$ cat src/rtl/alu_result_sink_pkg.sv
// Shared definitions for the ALU result sink: default sizes, flag bit
// positions and FSM state encodings.
package alu_result_sink_pkg;

  localparam int ALU_SINK_WIDTH = 8;
  localparam int ALU_SINK_DEPTH = 4;

  localparam int FLAG_C = 3;
  localparam int FLAG_V = 2;
  localparam int FLAG_N = 1;
  localparam int FLAG_Z = 0;

  typedef enum logic {
    ST_RUN   = 1'b0,
    ST_FLUSH = 1'b1
  } sink_state_e;

endpackage

$ cat src/rtl/alu_result_sink_if.sv
// Bus between the ALU/output stage (master) and the result sink (slave).
interface alu_result_sink_if #(
  parameter int WIDTH = 8,
  parameter int DEPTH = 4
);
  localparam int CW = $clog2(DEPTH) + 1;

  logic             in_valid;
  logic             in_ready;
  logic [WIDTH-1:0] A;
  logic [WIDTH-1:0] B;
  logic [WIDTH-1:0] Y;
  logic             flush;
  logic [WIDTH-1:0] acc;
  logic [3:0]       flags;
  logic             out_valid;
  logic             out_ready;
  logic [WIDTH-1:0] out_data;
  logic [CW-1:0]    count;

  modport slave (
    input  in_valid, A, B, Y, flush, out_ready,
    output in_ready, acc, flags, out_valid, out_data, count
  );

  modport master (
    output in_valid, A, B, Y, flush, out_ready,
    input  in_ready, acc, flags, out_valid, out_data, count
  );

endinterface

$ cat src/rtl/alu_sink_fifo.sv
// DEPTH x WIDTH result FIFO with synchronous clear. Pointers wrap naturally
// because DEPTH is a power of two; head reads as zero while empty.
module alu_sink_fifo #(
  parameter int WIDTH = 8,
  parameter int DEPTH = 4,
  localparam int PW = $clog2(DEPTH),
  localparam int CW = $clog2(DEPTH) + 1
) (
  input  logic             clk,
  input  logic             rst_n,
  input  logic             push,
  input  logic             pop,
  input  logic             clear,
  input  logic [WIDTH-1:0] din,
  output logic [WIDTH-1:0] dout,
  output logic             full,
  output logic             empty,
  output logic [CW-1:0]    count
);

  localparam logic [CW-1:0] FULL_CNT = CW'(DEPTH);

  logic [WIDTH-1:0] mem_q [DEPTH];
  logic [WIDTH-1:0] mem_d [DEPTH];
  logic [PW-1:0]    wr_ptr_q, wr_ptr_d;
  logic [PW-1:0]    rd_ptr_q, rd_ptr_d;
  logic [CW-1:0]    count_q, count_d;
  logic             push_ok, pop_ok;

  assign full    = (count_q == FULL_CNT);
  assign empty   = (count_q == '0);
  assign count   = count_q;
  assign dout    = empty ? '0 : mem_q[rd_ptr_q];
  assign push_ok = push && !full;
  assign pop_ok  = pop && !empty;

  // Next pointer/count/storage; clear wins over any push or pop.
  always_comb begin
    mem_d    = mem_q;
    wr_ptr_d = wr_ptr_q;
    rd_ptr_d = rd_ptr_q;
    count_d  = count_q;
    if (clear) begin
      wr_ptr_d = '0;
      rd_ptr_d = '0;
      count_d  = '0;
    end else begin
      if (push_ok) begin
        mem_d[wr_ptr_q] = din;
        wr_ptr_d        = wr_ptr_q + PW'(1);
      end
      if (pop_ok) begin
        rd_ptr_d = rd_ptr_q + PW'(1);
      end
      if (push_ok && !pop_ok) begin
        count_d = count_q + CW'(1);
      end else if (pop_ok && !push_ok) begin
        count_d = count_q - CW'(1);
      end
    end
  end

  // FIFO state registers.
  always_ff @(posedge clk or negedge rst_n) begin
    if (!rst_n) begin
      mem_q    <= '{default: '0};
      wr_ptr_q <= '0;
      rd_ptr_q <= '0;
      count_q  <= '0;
    end else begin
      mem_q    <= mem_d;
      wr_ptr_q <= wr_ptr_d;
      rd_ptr_q <= rd_ptr_d;
      count_q  <= count_d;
    end
  end

endmodule

$ cat src/rtl/alu_result_sink.sv
// ALU result sink: captures each accepted result into ACC, derives
// {C,V,N,Z} status and queues results for the output stage.
// Build option: define ALU_SINK_FLAGS_EN to register status flags;
// without it the flags output is constant zero.
//
// state    | meaning
// ST_RUN   | accepting results and serving the FIFO
// ST_FLUSH | ACC, flags and FIFO cleared; no traffic in either direction
module alu_result_sink
  import alu_result_sink_pkg::*;
#(
  parameter int WIDTH = ALU_SINK_WIDTH,
  parameter int DEPTH = ALU_SINK_DEPTH
) (
  input  logic               clk,
  input  logic               rst_n,
  alu_result_sink_if.slave   bus
);

  localparam int CW = $clog2(DEPTH) + 1;

  sink_state_e      state_q, state_d;
  logic [WIDTH-1:0] acc_q, acc_d;
  logic             push, pop, clear;
  logic             in_ready, out_valid;
  logic             fifo_full, fifo_empty;
  logic [WIDTH-1:0] fifo_dout;
  logic [CW-1:0]    fifo_count;

  // Handshake and flush sequencing; flush overrides push/pop in that cycle.
  always_comb begin
    state_d   = state_q;
    in_ready  = 1'b0;
    out_valid = 1'b0;
    push      = 1'b0;
    pop       = 1'b0;
    clear     = 1'b0;
    unique case (state_q)
      ST_RUN: begin
        in_ready  = !fifo_full;
        out_valid = !fifo_empty;
        if (bus.flush) begin
          state_d = ST_FLUSH;
          clear   = 1'b1;
        end else begin
          push = bus.in_valid && in_ready;
          pop  = out_valid && bus.out_ready;
        end
      end
      ST_FLUSH: begin
        clear   = 1'b1;
        state_d = bus.flush ? ST_FLUSH : ST_RUN;
      end
      default: state_d = ST_RUN;
    endcase
  end

  // Accumulator follows the last accepted result.
  always_comb begin
    acc_d = acc_q;
    if (clear) begin
      acc_d = '0;
    end else if (push) begin
      acc_d = bus.Y;
    end
  end

  // FSM and accumulator registers.
  always_ff @(posedge clk or negedge rst_n) begin
    if (!rst_n) begin
      state_q <= ST_RUN;
      acc_q   <= '0;
    end else begin
      state_q <= state_d;
      acc_q   <= acc_d;
    end
  end

`ifdef ALU_SINK_FLAGS_EN
  logic [WIDTH:0] sum;
  logic [3:0]     flags_new;
  logic [3:0]     flags_q, flags_d;

  // Status of the presented result; carry comes from a widened A+B.
  always_comb begin
    sum               = {1'b0, bus.A} + {1'b0, bus.B};
    flags_new         = '0;
    flags_new[FLAG_C] = sum[WIDTH];
    flags_new[FLAG_V] = (bus.A[WIDTH-1] == bus.B[WIDTH-1]) &&
                        (bus.Y[WIDTH-1] != bus.A[WIDTH-1]);
    flags_new[FLAG_N] = bus.Y[WIDTH-1];
    flags_new[FLAG_Z] = (bus.Y == '0);
    flags_d           = flags_q;
    if (clear) begin
      flags_d = '0;
    end else if (push) begin
      flags_d = flags_new;
    end
  end

  // Flag register.
  always_ff @(posedge clk or negedge rst_n) begin
    if (!rst_n) begin
      flags_q <= '0;
    end else begin
      flags_q <= flags_d;
    end
  end

  assign bus.flags = flags_q;
`else
  logic unused_operands;
  assign unused_operands = ^{bus.A, bus.B};
  assign bus.flags       = 4'b0000;
`endif

  alu_sink_fifo #(
    .WIDTH (WIDTH),
    .DEPTH (DEPTH)
  ) u_fifo (
    .clk   (clk),
    .rst_n (rst_n),
    .push  (push),
    .pop   (pop),
    .clear (clear),
    .din   (bus.Y),
    .dout  (fifo_dout),
    .full  (fifo_full),
    .empty (fifo_empty),
    .count (fifo_count)
  );

  assign bus.in_ready  = in_ready;
  assign bus.out_valid = out_valid;
  assign bus.out_data  = fifo_dout;
  assign bus.count     = fifo_count;
  assign bus.acc       = acc_q;

endmodule
$ cat src/flat_wrapper.sv
// flat-port wrapper written by rule: the top's interface ports become plain ports
module alu_result_sink_flat import alu_result_sink_pkg::*;
#(
  parameter int WIDTH = ALU_SINK_WIDTH,
  parameter int DEPTH = ALU_SINK_DEPTH
)
  (clk, rst_n, bus_in_valid, bus_A, bus_B, bus_Y, bus_flush, bus_out_ready, bus_in_ready, bus_acc, bus_flags, bus_out_valid, bus_out_data, bus_count);
  alu_result_sink_if #(.WIDTH(WIDTH), .DEPTH(DEPTH)) bus_i ();
  input  logic clk;
  input  logic rst_n;
  input wire logic [$bits(bus_i.in_valid)-1:0] bus_in_valid;
  input wire logic [$bits(bus_i.A)-1:0] bus_A;
  input wire logic [$bits(bus_i.B)-1:0] bus_B;
  input wire logic [$bits(bus_i.Y)-1:0] bus_Y;
  input wire logic [$bits(bus_i.flush)-1:0] bus_flush;
  input wire logic [$bits(bus_i.out_ready)-1:0] bus_out_ready;
  output wire logic [$bits(bus_i.in_ready)-1:0] bus_in_ready;
  output wire logic [$bits(bus_i.acc)-1:0] bus_acc;
  output wire logic [$bits(bus_i.flags)-1:0] bus_flags;
  output wire logic [$bits(bus_i.out_valid)-1:0] bus_out_valid;
  output wire logic [$bits(bus_i.out_data)-1:0] bus_out_data;
  output wire logic [$bits(bus_i.count)-1:0] bus_count;
  assign bus_i.in_valid = bus_in_valid;
  assign bus_i.A = bus_A;
  assign bus_i.B = bus_B;
  assign bus_i.Y = bus_Y;
  assign bus_i.flush = bus_flush;
  assign bus_i.out_ready = bus_out_ready;
  assign bus_in_ready = bus_i.in_ready;
  assign bus_acc = bus_i.acc;
  assign bus_flags = bus_i.flags;
  assign bus_out_valid = bus_i.out_valid;
  assign bus_out_data = bus_i.out_data;
  assign bus_count = bus_i.count;
  alu_result_sink #(.WIDTH(WIDTH), .DEPTH(DEPTH)) u_core (.clk(clk), .rst_n(rst_n), .bus(bus_i));
endmodule
$ cat config.mk
export PLATFORM = sky130hd
export DESIGN_NAME = alu_result_sink_flat
export DESIGN_NICKNAME = d
export VERILOG_FILES = /design/src/rtl/alu_result_sink_pkg.sv /design/src/rtl/alu_result_sink_if.sv /design/src/rtl/alu_sink_fifo.sv /design/src/rtl/alu_result_sink.sv /design/src/flat_wrapper.sv
export SDC_FILE = /design/constraint.sdc
export NUM_CORES = 1
export LEC_CHECK = 0
export CAP_MARGIN = 15
export CORE_ASPECT_RATIO = 1.75
export CORE_MARGIN = 1.5
export CORE_UTILIZATION = 29
export CTS_BUF_LIST = sky130_fd_sc_hd__clkbuf_16
export CTS_CLUSTER_SIZE = 24
export DETAILED_ROUTE_END_ITERATION = 8
export PLACE_DENSITY_LB_ADDON = 0.08
export SYNTH_ARGS = -nofsm -noshare
export SYNTH_HDL_FRONTEND = slang
export SYNTH_SLANG_ARGS = --single-unit
export TNS_END_PERCENT = 20
$ cat constraint.sdc
create_clock -name clk -period 4 [get_ports clk]
set_input_delay 0.8 -clock clk [delete_from_list [all_inputs] [get_ports clk]]
set_output_delay 0.8 -clock clk [all_outputs]
set_load 0.02 [all_outputs]
# == Word-level counts from Yosys, hierarchy flattened ==
# Index checks and enable logic that the tools add are counted.
# word_totals
register_bits,48
in_bits,29
output_inout_bits,25
wordCells,62
# classes
addsub,4
order_cmp,3
n_eq_ne,1
n_mux,24
n_bitwise,4
reduce_logical,17
# op_table
op,n
$mux W8,6
$bwmux W32,1
$bmux W8 S2,1
$demux W8 S2,1
$mux W3,3
$mux W2,4
$logic_and A1 B1 Y1,7
$mux W1,7
$ge A3 B3 Y1 const B,2
$not A2 Y3,2
$reduce_bool A2 Y1,3
$add A2 B1 Y2 const B,2
$logic_not A1 Y1,4
$add A3 B1 Y3 const B,1
$eq A3 B3 Y1 const B,1
$logic_not A3 Y1,1
$lt A3 B1 Y1 const B,1
$reduce_bool A3 Y1,1
$sub A3 B1 Y3 const B,1
$not A1 Y1,2
$pmux W1 S2,1
$reduce_and A2 Y1,1

# == Longest topological paths before layout ==
# Gate-level depths: netlist of the first run.
# depth
word_depth,11
ltp_mapped,9
ltp_nobuf,7

# == Cells and area by module ==
# A second synthesis of the first run with hierarchy kept.
# hier_totals
hier_cells,194
area_unflattened_um2,2432.3
# modules_own_cells
module,n_inst,cells_per_inst,area_each_um2,seq_area_each_um2
alu_sink_fifo,1,146,2006.9,975.9
alu_result_sink,1,48,425.4,225.2

# == Worst setup path after synthesis of the first run ==
# Ideal clock, no wire load.
# synth_timing
kind,input to register
startpoint,in bus_flush
endpoint,"reg u_core.u_fifo.count_q[2], in the netlist u_core.u_fifo.count[2]"
arrival_ns,2.790
t_required_ns,3.922
path_slack_ns,1.132
stages,8
n_path_buf,1
cell_sequence,or2_2 > clkbuf_1 > or2_2 > ha_1 > fa_1 > xnor2_1 > or3_2 > a21oi_1
# synth_via
elab_chain_cells,7
elab_cells_between_ends,15
# synth_lines
item,line,source
start: declaration,flat_wrapper.sv:15,input wire logic [$bits(bus_i.flush)-1:0] bus_flush;
$mux W1,alu_result_sink.sv:42,if (bus.flush) begin
$mux W1,alu_result_sink.sv:38,unique case (state_q)
$logic_and A1 B1 Y1,alu_sink_fifo.sv:35,assign pop_ok = pop && !empty;
$logic_not A1 Y1,alu_sink_fifo.sv:55,if (push_ok && !pop_ok) begin
$logic_and A1 B1 Y1,alu_sink_fifo.sv:55,
$mux W3,alu_sink_fifo.sv:55,
$mux W3,alu_sink_fifo.sv:43,if (clear) begin
end signal: assignment,alu_sink_fifo.sv:74,count_q <= count_d;
end: declaration,alu_sink_fifo.sv:27,"logic [CW-1:0] count_q, count_d;"
# Several ways; a longest one is shown, not always the timed one.
# A chain may end at the register's enable or synchronous reset.

# == Final worst setup path of the first run ==
# layout_timing
startpoint,reg u_core.u_fifo.rd_ptr_q[0]
endpoint,out bus_out_data[5]
# layout_via
elab_chain_cells,5
# layout_lines
item,line,source
start: declaration,alu_sink_fifo.sv:26,"logic [PW-1:0] rd_ptr_q, rd_ptr_d;"
start signal: assignment,alu_sink_fifo.sv:73,rd_ptr_q <= rd_ptr_d;
$not A2 Y3 (implied by the code),alu_sink_fifo.sv:33,assign dout = empty ? '0 : mem_q[rd_ptr_q];
$bmux W8 S2,alu_sink_fifo.sv:33,
$mux W8 (implied by the code) (2 in series),alu_sink_fifo.sv:33,
$mux W8,alu_sink_fifo.sv:33,
end: declaration,flat_wrapper.sv:21,output wire logic [$bits(bus_i.out_data)-1:0] bus_out_data;
# No other way between the ends. The select of a mux whose other input is x is not followed.

==> flow_summary.ini, run 1 <==
[status]
run_status = complete, no violations

[sta]
fin_tns_setup_ns = 0
max_freq_mhz = 318
hold_viol = 0
final_setup_viols = 0
final.period_utilization_pct = 78.6
number_of_max_slew_violations_in_the_final_report = 0
postLayoutSetupSlackWorst_ns = 0.857
fin_crit_ns = 3.14
skew_ns = 0.00261
timing.slew.headroom_pct = 48.7
worst_hold_slack_ns = 0.494
tightest_slew_ns = 0.763
rsz_0062_raised_after_global_routing = no

[synthesis]
syn-instance-count = 159
synthesis.yosys.warnings = 0
netlist_area_um2 = 2260
postSynthAreaPerCell_um2 = 14.2
synth-seq-area-share_pct = 53.1
netlist-cell-type-count = 30
synth.ff_latch_count = 48

[detailed_routing]
drt-pass1-iter-count = 4
wl_met3_um = 207
wl_met2_um = 2610
drt-total-wl_um = 5180
initial_detailed_routing_violation_count = 47
top_layer = met4
drc = 0
viasPerCell = 4.91
detailroute.via_count = 1386
route.detailed.wl_per_inst_um = 18.4
drt.antenna.violating_nets = 0
routedLengthMet1_um = 2220

[setup_path]
timing.critical_path.max_delay_family = flip-flops
critical_path.max_stage_delay_ns = 0.77
critPathMaxFanout = 10
cp_data_required_time_ns = 3.20
cpMaxStageDelayCell = sky130_fd_sc_hd__dfrtp_1
reg2reg_to = u_core.u_fifo.count[2]$_DFFE_PN0P_
cp_cell_sequence = mux4_2 -> nor2b_1 -> clkdlybuf4s50_1
worstReg2RegStart = u_core.u_fifo.count[1]$_DFFE_PN0P_
critPathCaptureType = output pin
worst-r2r-setup-slack_ns = 1.23
timing_worst_setup_path_type = reg -> out
r2r_cells = 7
critPathArrivalTime_ns = 2.34
timing.critical_path.buf_inv = 1
start_kind = register

[cts]
cts_buffers = 5
cts_hold_buf = 0
clk_pin_slew_ns = 0.06
cts_root_buffer = sky130_fd_sc_hd__clkbuf_16
cts_max_level = 2
clock_tree.buffer_depth = 2
post-cts-setup-buffers = 0
cts.sinks = 48
insertion_delay_ns = 0.29
tritoncts = built
cts_resized = 0

[layout]
layout-drive-gt1-share_pct = 30.4
layout-area-overhead-vs-synth_pct = 25.0
commonest_non_fill_non_tap_cells_in_the_layout = sky130_fd_sc_hd__dfrtp_1, sky130_fd_sc_hd__mux2_2, sky130_fd_sc_hd__clkdlybuf4s50_1
antenna-diode-count = 0
nFillCells = 728
finish.net_count = 228
final_common_cell = sky130_fd_sc_hd__dfrtp_1
stdcell_count = 282
finalInstanceArea_um2 = 2830

[place]
dpl.hpwl_um = 3430
io_buffer_count = 33
placed_area_um2 = 2650
dp_cells = 273
pre_cts_slack_ns = 0.621
gp_congestion = 0.702

[pwr]
ir_worst_vdd_mv = 0.231
power-per-cell-area_nw_per_um2 = 420
leakagePower_nw = 1.23

[floorplanning]
die_y_um = 120
placementRows = 42
initial_cell_density_of_the_core_pct = 29.9
ios = 54
placeableCoreArea_um2 = 7570
die_w_um = 69.8
dieArea_um2 = 8360

[grt]
grt_max_degree = 49
grt_antenna_before_repair = 0
grt_pass1_wl_um = 8230
grt_util_all_layers_pct = 13.3
global_route.overflow_total = 0
grt_pass1_vias = 1503

[run]
number_of_maximum_capacitance_constraint_violations = 0

[min_path]
timing.hold.worst.class = in -> async
[stage by stage]
stage               total power [W]  utilization (%)
floorplan                  0.000667                -
global placement           0.000721             35.0
detailed placement         0.000730             35.0
CTS                         0.00121             37.1
global route                0.00124             37.4
finish                      0.00119             37.4
[cell type report]
cell class,instances,area (um2),area share (%)
Tap cell,88,110,3.89
Multi-Input combinational cell,99,986,34.9
Clock buffer,5,125,4.42
Inverter,4,15.0,0.531
Timing Repair Buffer,35,353,12.5
Sequential cell,48,1200,42.5
Clock inverter,3,38.8,1.37
[sequential cells by signal, summed over array words and instances (netlist names)]
name,flops
u_core.state_q,1
u_core.u_fifo.rd_ptr_q,2
u_core.bus.acc,8
u_core.u_fifo.count,3
u_core.u_fifo.wr_ptr_q,2
u_core.u_fifo.mem_q,32
[cells in the mapped netlist]
library cell	count	area [um2]
sky130_fd_sc_hd__buf_6	2	22.5
sky130_fd_sc_hd__fa_1	1	20.0
sky130_fd_sc_hd__or3_1	1	6.26
sky130_fd_sc_hd__nor2_1	6	22.5
sky130_fd_sc_hd__a21oi_2	1	8.76
sky130_fd_sc_hd__or2_2	2	12.5
sky130_fd_sc_hd__or3b_1	1	8.76
sky130_fd_sc_hd__mux4_2	8	180
sky130_fd_sc_hd__a22o_1	9	78.8
sky130_fd_sc_hd__xor2_1	2	17.5
sky130_fd_sc_hd__nor3_1	1	5.00
sky130_fd_sc_hd__o21ai_0	2	10.0
sky130_fd_sc_hd__mux2_2	32	360
sky130_fd_sc_hd__xnor2_1	1	8.76
sky130_fd_sc_hd__nand3_1	1	5.00
sky130_fd_sc_hd__and3_4	1	11.3
sky130_fd_sc_hd__or3_2	1	7.51
sky130_fd_sc_hd__ha_1	5	62.6
sky130_fd_sc_hd__buf_4	4	30.0
sky130_fd_sc_hd__dfrtp_1	48	1200
sky130_fd_sc_hd__a21o_1	1	7.51
sky130_fd_sc_hd__inv_1	4	15.0
sky130_fd_sc_hd__clkbuf_1	4	15.0
sky130_fd_sc_hd__conb_1	1	3.75
sky130_fd_sc_hd__o31ai_1	1	7.51
sky130_fd_sc_hd__nor2b_1	9	56.3
sky130_fd_sc_hd__nand4_2	4	50.1
sky130_fd_sc_hd__a21oi_1	4	20.0
sky130_fd_sc_hd__buf_2	1	5.00
sky130_fd_sc_hd__nand2_1	1	3.75
[cell families (layout without fill, tap and decap cells)]
group	after synthesis	after routing	share of synthesized area [%]
and+or+nand+nor	28	28	8.35
AOI/OAI and AO/OA	18	18	5.86
buffers and inverters	15	47	3.87
other	1	4	0.166
adders and majority gates	6	6	3.65
muxes	40	40	23.9
xor gates and xnor gates	3	3	1.16
DFF	48	48	53.1
[per-layer routing]
layer	vias to the layer above	track usage (%)
met3	12	2.94
met1	705	16.1
li1	631	-
met5	-	0
met2	38	21.8
met4	0	7.09
[worst max-delay path by stage]
stage	from	end	slack [ns]	cells past startpoint
floorplan	bus_flush	u_core.u_fifo.count[2]$_DFFE_PN0P_	1.13	8
global placement	bus_flush	u_core.u_fifo.count[2]$_DFFE_PN0P_	0.70	8
detailed placement	bus_flush	u_core.u_fifo.count[2]$_DFFE_PN0P_	0.62	8
CTS	u_core.u_fifo.rd_ptr_q[0]$_DFFE_PN0P_	bus_out_data[5]	0.80	3
global route	u_core.u_fifo.count[0]$_DFFE_PN0P_	bus_out_data[7]	0.73	4
finish	u_core.u_fifo.rd_ptr_q[0]$_DFFE_PN0P_	bus_out_data[5]	0.86	3
[power by group]
group | switching, W | leakage (nW) | internal (W)
clock network | 0.000177 | 0.0850 | 0.000292
logic | 0.0000688 | 0.504 | 0.0000949
registers | 0.0000246 | 0.638 | 0.000532
Note: power is estimated with default switching activity, not from simulation.
==> inputs of run 2 (changes only) <==
- clock period: 4 -> 3.1 ns (I/O delays scaled with it)
==> run 2 against run 1 <==
Effect of this change:
- sequential share of layout area shrank 0.15 points
- worst hold slack lost 0.21 ns
- worst setup slack lost 0.54 ns
- critical endpoint is now u_core.u_fifo.count[2]$_DFFE_PN0P_
==> flow_summary.ini, run 2 (synthesized netlist as in run 1, its figures left out) <==
[status]
run_status = complete, no violations

[pwr]
power-per-cell-area_nw_per_um2 = 507
clock_power_share_pct = 35.0
leakagePower_nw = 1.24
switchingPower_w = 0.000336
pwr-share-comb_pct = 15.1
power.share.switching_pct = 23.3
internal-power_w = 0.00110
portion_of_total_power_attributed_to_sequential_cells_pct = 49.8
ir_worst_vdd_mv = 0.297

[floorplanning]
die_w_um = 69.8
dieArea_um2 = 8360
placementRows = 42
placeableCoreArea_um2 = 7570
die_y_um = 120
ios = 54
initial_cell_density_of_the_core_pct = 29.9

[layout]
commonest_non_fill_non_tap_cells_in_the_layout = sky130_fd_sc_hd__dfrtp_1, sky130_fd_sc_hd__mux2_2, sky130_fd_sc_hd__clkdlybuf4s50_1
nFillCells = 745
stdcell_count = 287
finish.net_count = 233
largest_register_ff_count = 32
top_register = u_core.u_fifo.mem_q
layout-area-overhead-vs-synth_pct = 25.4
layout-drive-gt1-share_pct = 31.2
final_common_cell = sky130_fd_sc_hd__dfrtp_1
finalInstanceArea_um2 = 2840
antenna-diode-count = 0

[setup_path]
start_kind = primary input
cp_data_required_time_ns = 3.31
cp_cell_sequence = clkdlybuf4s50_1 -> or2_2 -> or2_2 -> ha_1 -> fa_1 -> xnor2_1 -> or3_2 -> a21oi_1
critPathArrivalTime_ns = 2.99
timing_worst_setup_path_type = in -> reg
cpMaxStageDelayCell = sky130_fd_sc_hd__clkdlybuf4s50_1
critical_path.max_stage_delay_ns = 0.44
critPathMaxFanout = 3
worst-r2r-setup-slack_ns = 0.43
timing.critical_path.buf_inv = 1
critPathCaptureType = register
timing.critical_path.max_delay_family = simple AND/OR/NAND/NOR gates
cpMostUsedCell = sky130_fd_sc_hd__or2_2

[place]
dpl.hpwl_um = 3460
io_buffer_count = 33
dp_cells = 278
gp_congestion = 0.763
placed_area_um2 = 2680
pre_cts_slack_ns = 0.0340

[cts]
post-cts-setup-buffers = 0
cts_resized = 0
cts_max_level = 2
cts_root_buffer = sky130_fd_sc_hd__clkbuf_16
clock_tree.buffer_depth = 2
clk_pin_slew_ns = 0.06
cts_buffers = 5
cts.sinks = 48
insertion_delay_ns = 0.28
cts_hold_buf = 0
tritoncts = built

[grt]
grt_pass1_vias = 1605
grt_max_degree = 49
grt_util_all_layers_pct = 13.5
grt_pass1_wl_um = 8600
grt_antenna_before_repair = 0
global_route.overflow_total = 0

[detailed_routing]
route.detailed.wl_per_inst_um = 18.0
drt-total-wl_um = 5170
drc = 0
drt.antenna.violating_nets = 0
drt-pass1-iter-count = 4
initial_detailed_routing_violation_count = 62
viasPerCell = 4.86
detailroute.via_count = 1394

[sta]
postLayoutSetupSlackWorst_ns = 0.320
final.period_utilization_pct = 89.7
fin_crit_ns = 2.78
fin_tns_setup_ns = 0
final_setup_viols = 0
rsz_0062_raised_after_global_routing = no
max_freq_mhz = 360
skew_ns = 0.00553
number_of_max_slew_violations_in_the_final_report = 0
tightest_slew_ns = 0.583
timing.slew.headroom_pct = 61.1
hold_viol = 0

[run]
number_of_maximum_capacitance_constraint_violations = 0

[min_path]
timing.hold.worst.class = in -> async
run 2: cell count changes in the layout (fill, tap and decap cells not counted):
| cell | change |
|---|---|
| sky130_fd_sc_hd__buf_4 | +5 |
| sky130_fd_sc_hd__bufinv_16 | -1 |
| sky130_fd_sc_hd__clkinv_1 | +1 |
| sky130_fd_sc_hd__clkinv_2 | -1 |
| sky130_fd_sc_hd__inv_1 | +1 |
run 2: worst reg2reg max path, cell delays in order (launching register included):
cell and delay, ns:
sky130_fd_sc_hd__dfrtp_1 0.45, sky130_fd_sc_hd__or3b_1 0.56, sky130_fd_sc_hd__and3_4 0.27, sky130_fd_sc_hd__ha_1 0.23, sky130_fd_sc_hd__fa_1 0.39, sky130_fd_sc_hd__xnor2_1 0.15
sky130_fd_sc_hd__or3_2 0.41, sky130_fd_sc_hd__a21oi_1 0.15
run 2: through the flow:
stage / utilization, % / power [W] / hold slack, ns
final: 37.5 / 0.00144 / 0.287
after global routing: 37.5 / 0.00151 / 0.311
after CTS: 37.3 / 0.00147 / 0.501
after detailed placement: 35.4 / 0.000948 / 0.481
after global placement: 35.4 / 0.000935 / 0.483
after floorplan: - / 0.000860 / 0.324
run 2: cell type report:
cell class	count	area, um2	share of cell area [%]
inverter	4	15.0	0.529
clock inverter	3	11.3	0.397
multi-input combinational	99	986	34.7
clock buffer	5	125	4.41
sequential	48	1200	42.3
tap	88	110	3.88
timing repair buffer	40	390	13.8
run 2: per-layer routing:
| layer | vias up | global-route usage, % | share of wire, % | wire length [um] |
|---|---|---|---|---|
| met3 | 9 | 2.77 | 3.3 | 169 |
| met4 | 0 | 6.13 | 2.5 | 128 |
| li1 | 646 | - | - | - |
| met1 | 700 | 16.2 | 43 | 2200 |
| met5 | - | 0 | 0 | 0 |
| met2 | 39 | 23.2 | 52 | 2660 |
run 2: power by group through the flow:
stage	Clock [W]	Sequential [W]	Combinational (W)
after floorplan	0	0.000723	0.000137
after detailed placement	0	0.000730	0.000219
after CTS	0.000530	0.000718	0.000219
final	0.000504	0.000717	0.000218
after global routing	0.000550	0.000726	0.000238
after global placement	0	0.000723	0.000212
run 2: path summary, 6_finish.rpt:
kind / cells after the start / from / to
min reg2reg: 1 / u_core.u_fifo.mem_q[13]$_DFFE_PN0P_ / u_core.u_fifo.mem_q[13]$_DFFE_PN0P_
max: 8 / bus_flush / u_core.u_fifo.count[2]$_DFFE_PN0P_
min in group clk: 1 / u_core.u_fifo.mem_q[13]$_DFFE_PN0P_ / u_core.u_fifo.mem_q[13]$_DFFE_PN0P_
max reg2reg: 7 / u_core.u_fifo.count[0]$_DFFE_PN0P_ / u_core.u_fifo.count[2]$_DFFE_PN0P_
max in group asynchronous: 2 / rst_n / u_core.u_fifo.mem_q[8]$_DFFE_PN0P_
min: 1 / rst_n / u_core.u_fifo.mem_q[1]$_DFFE_PN0P_
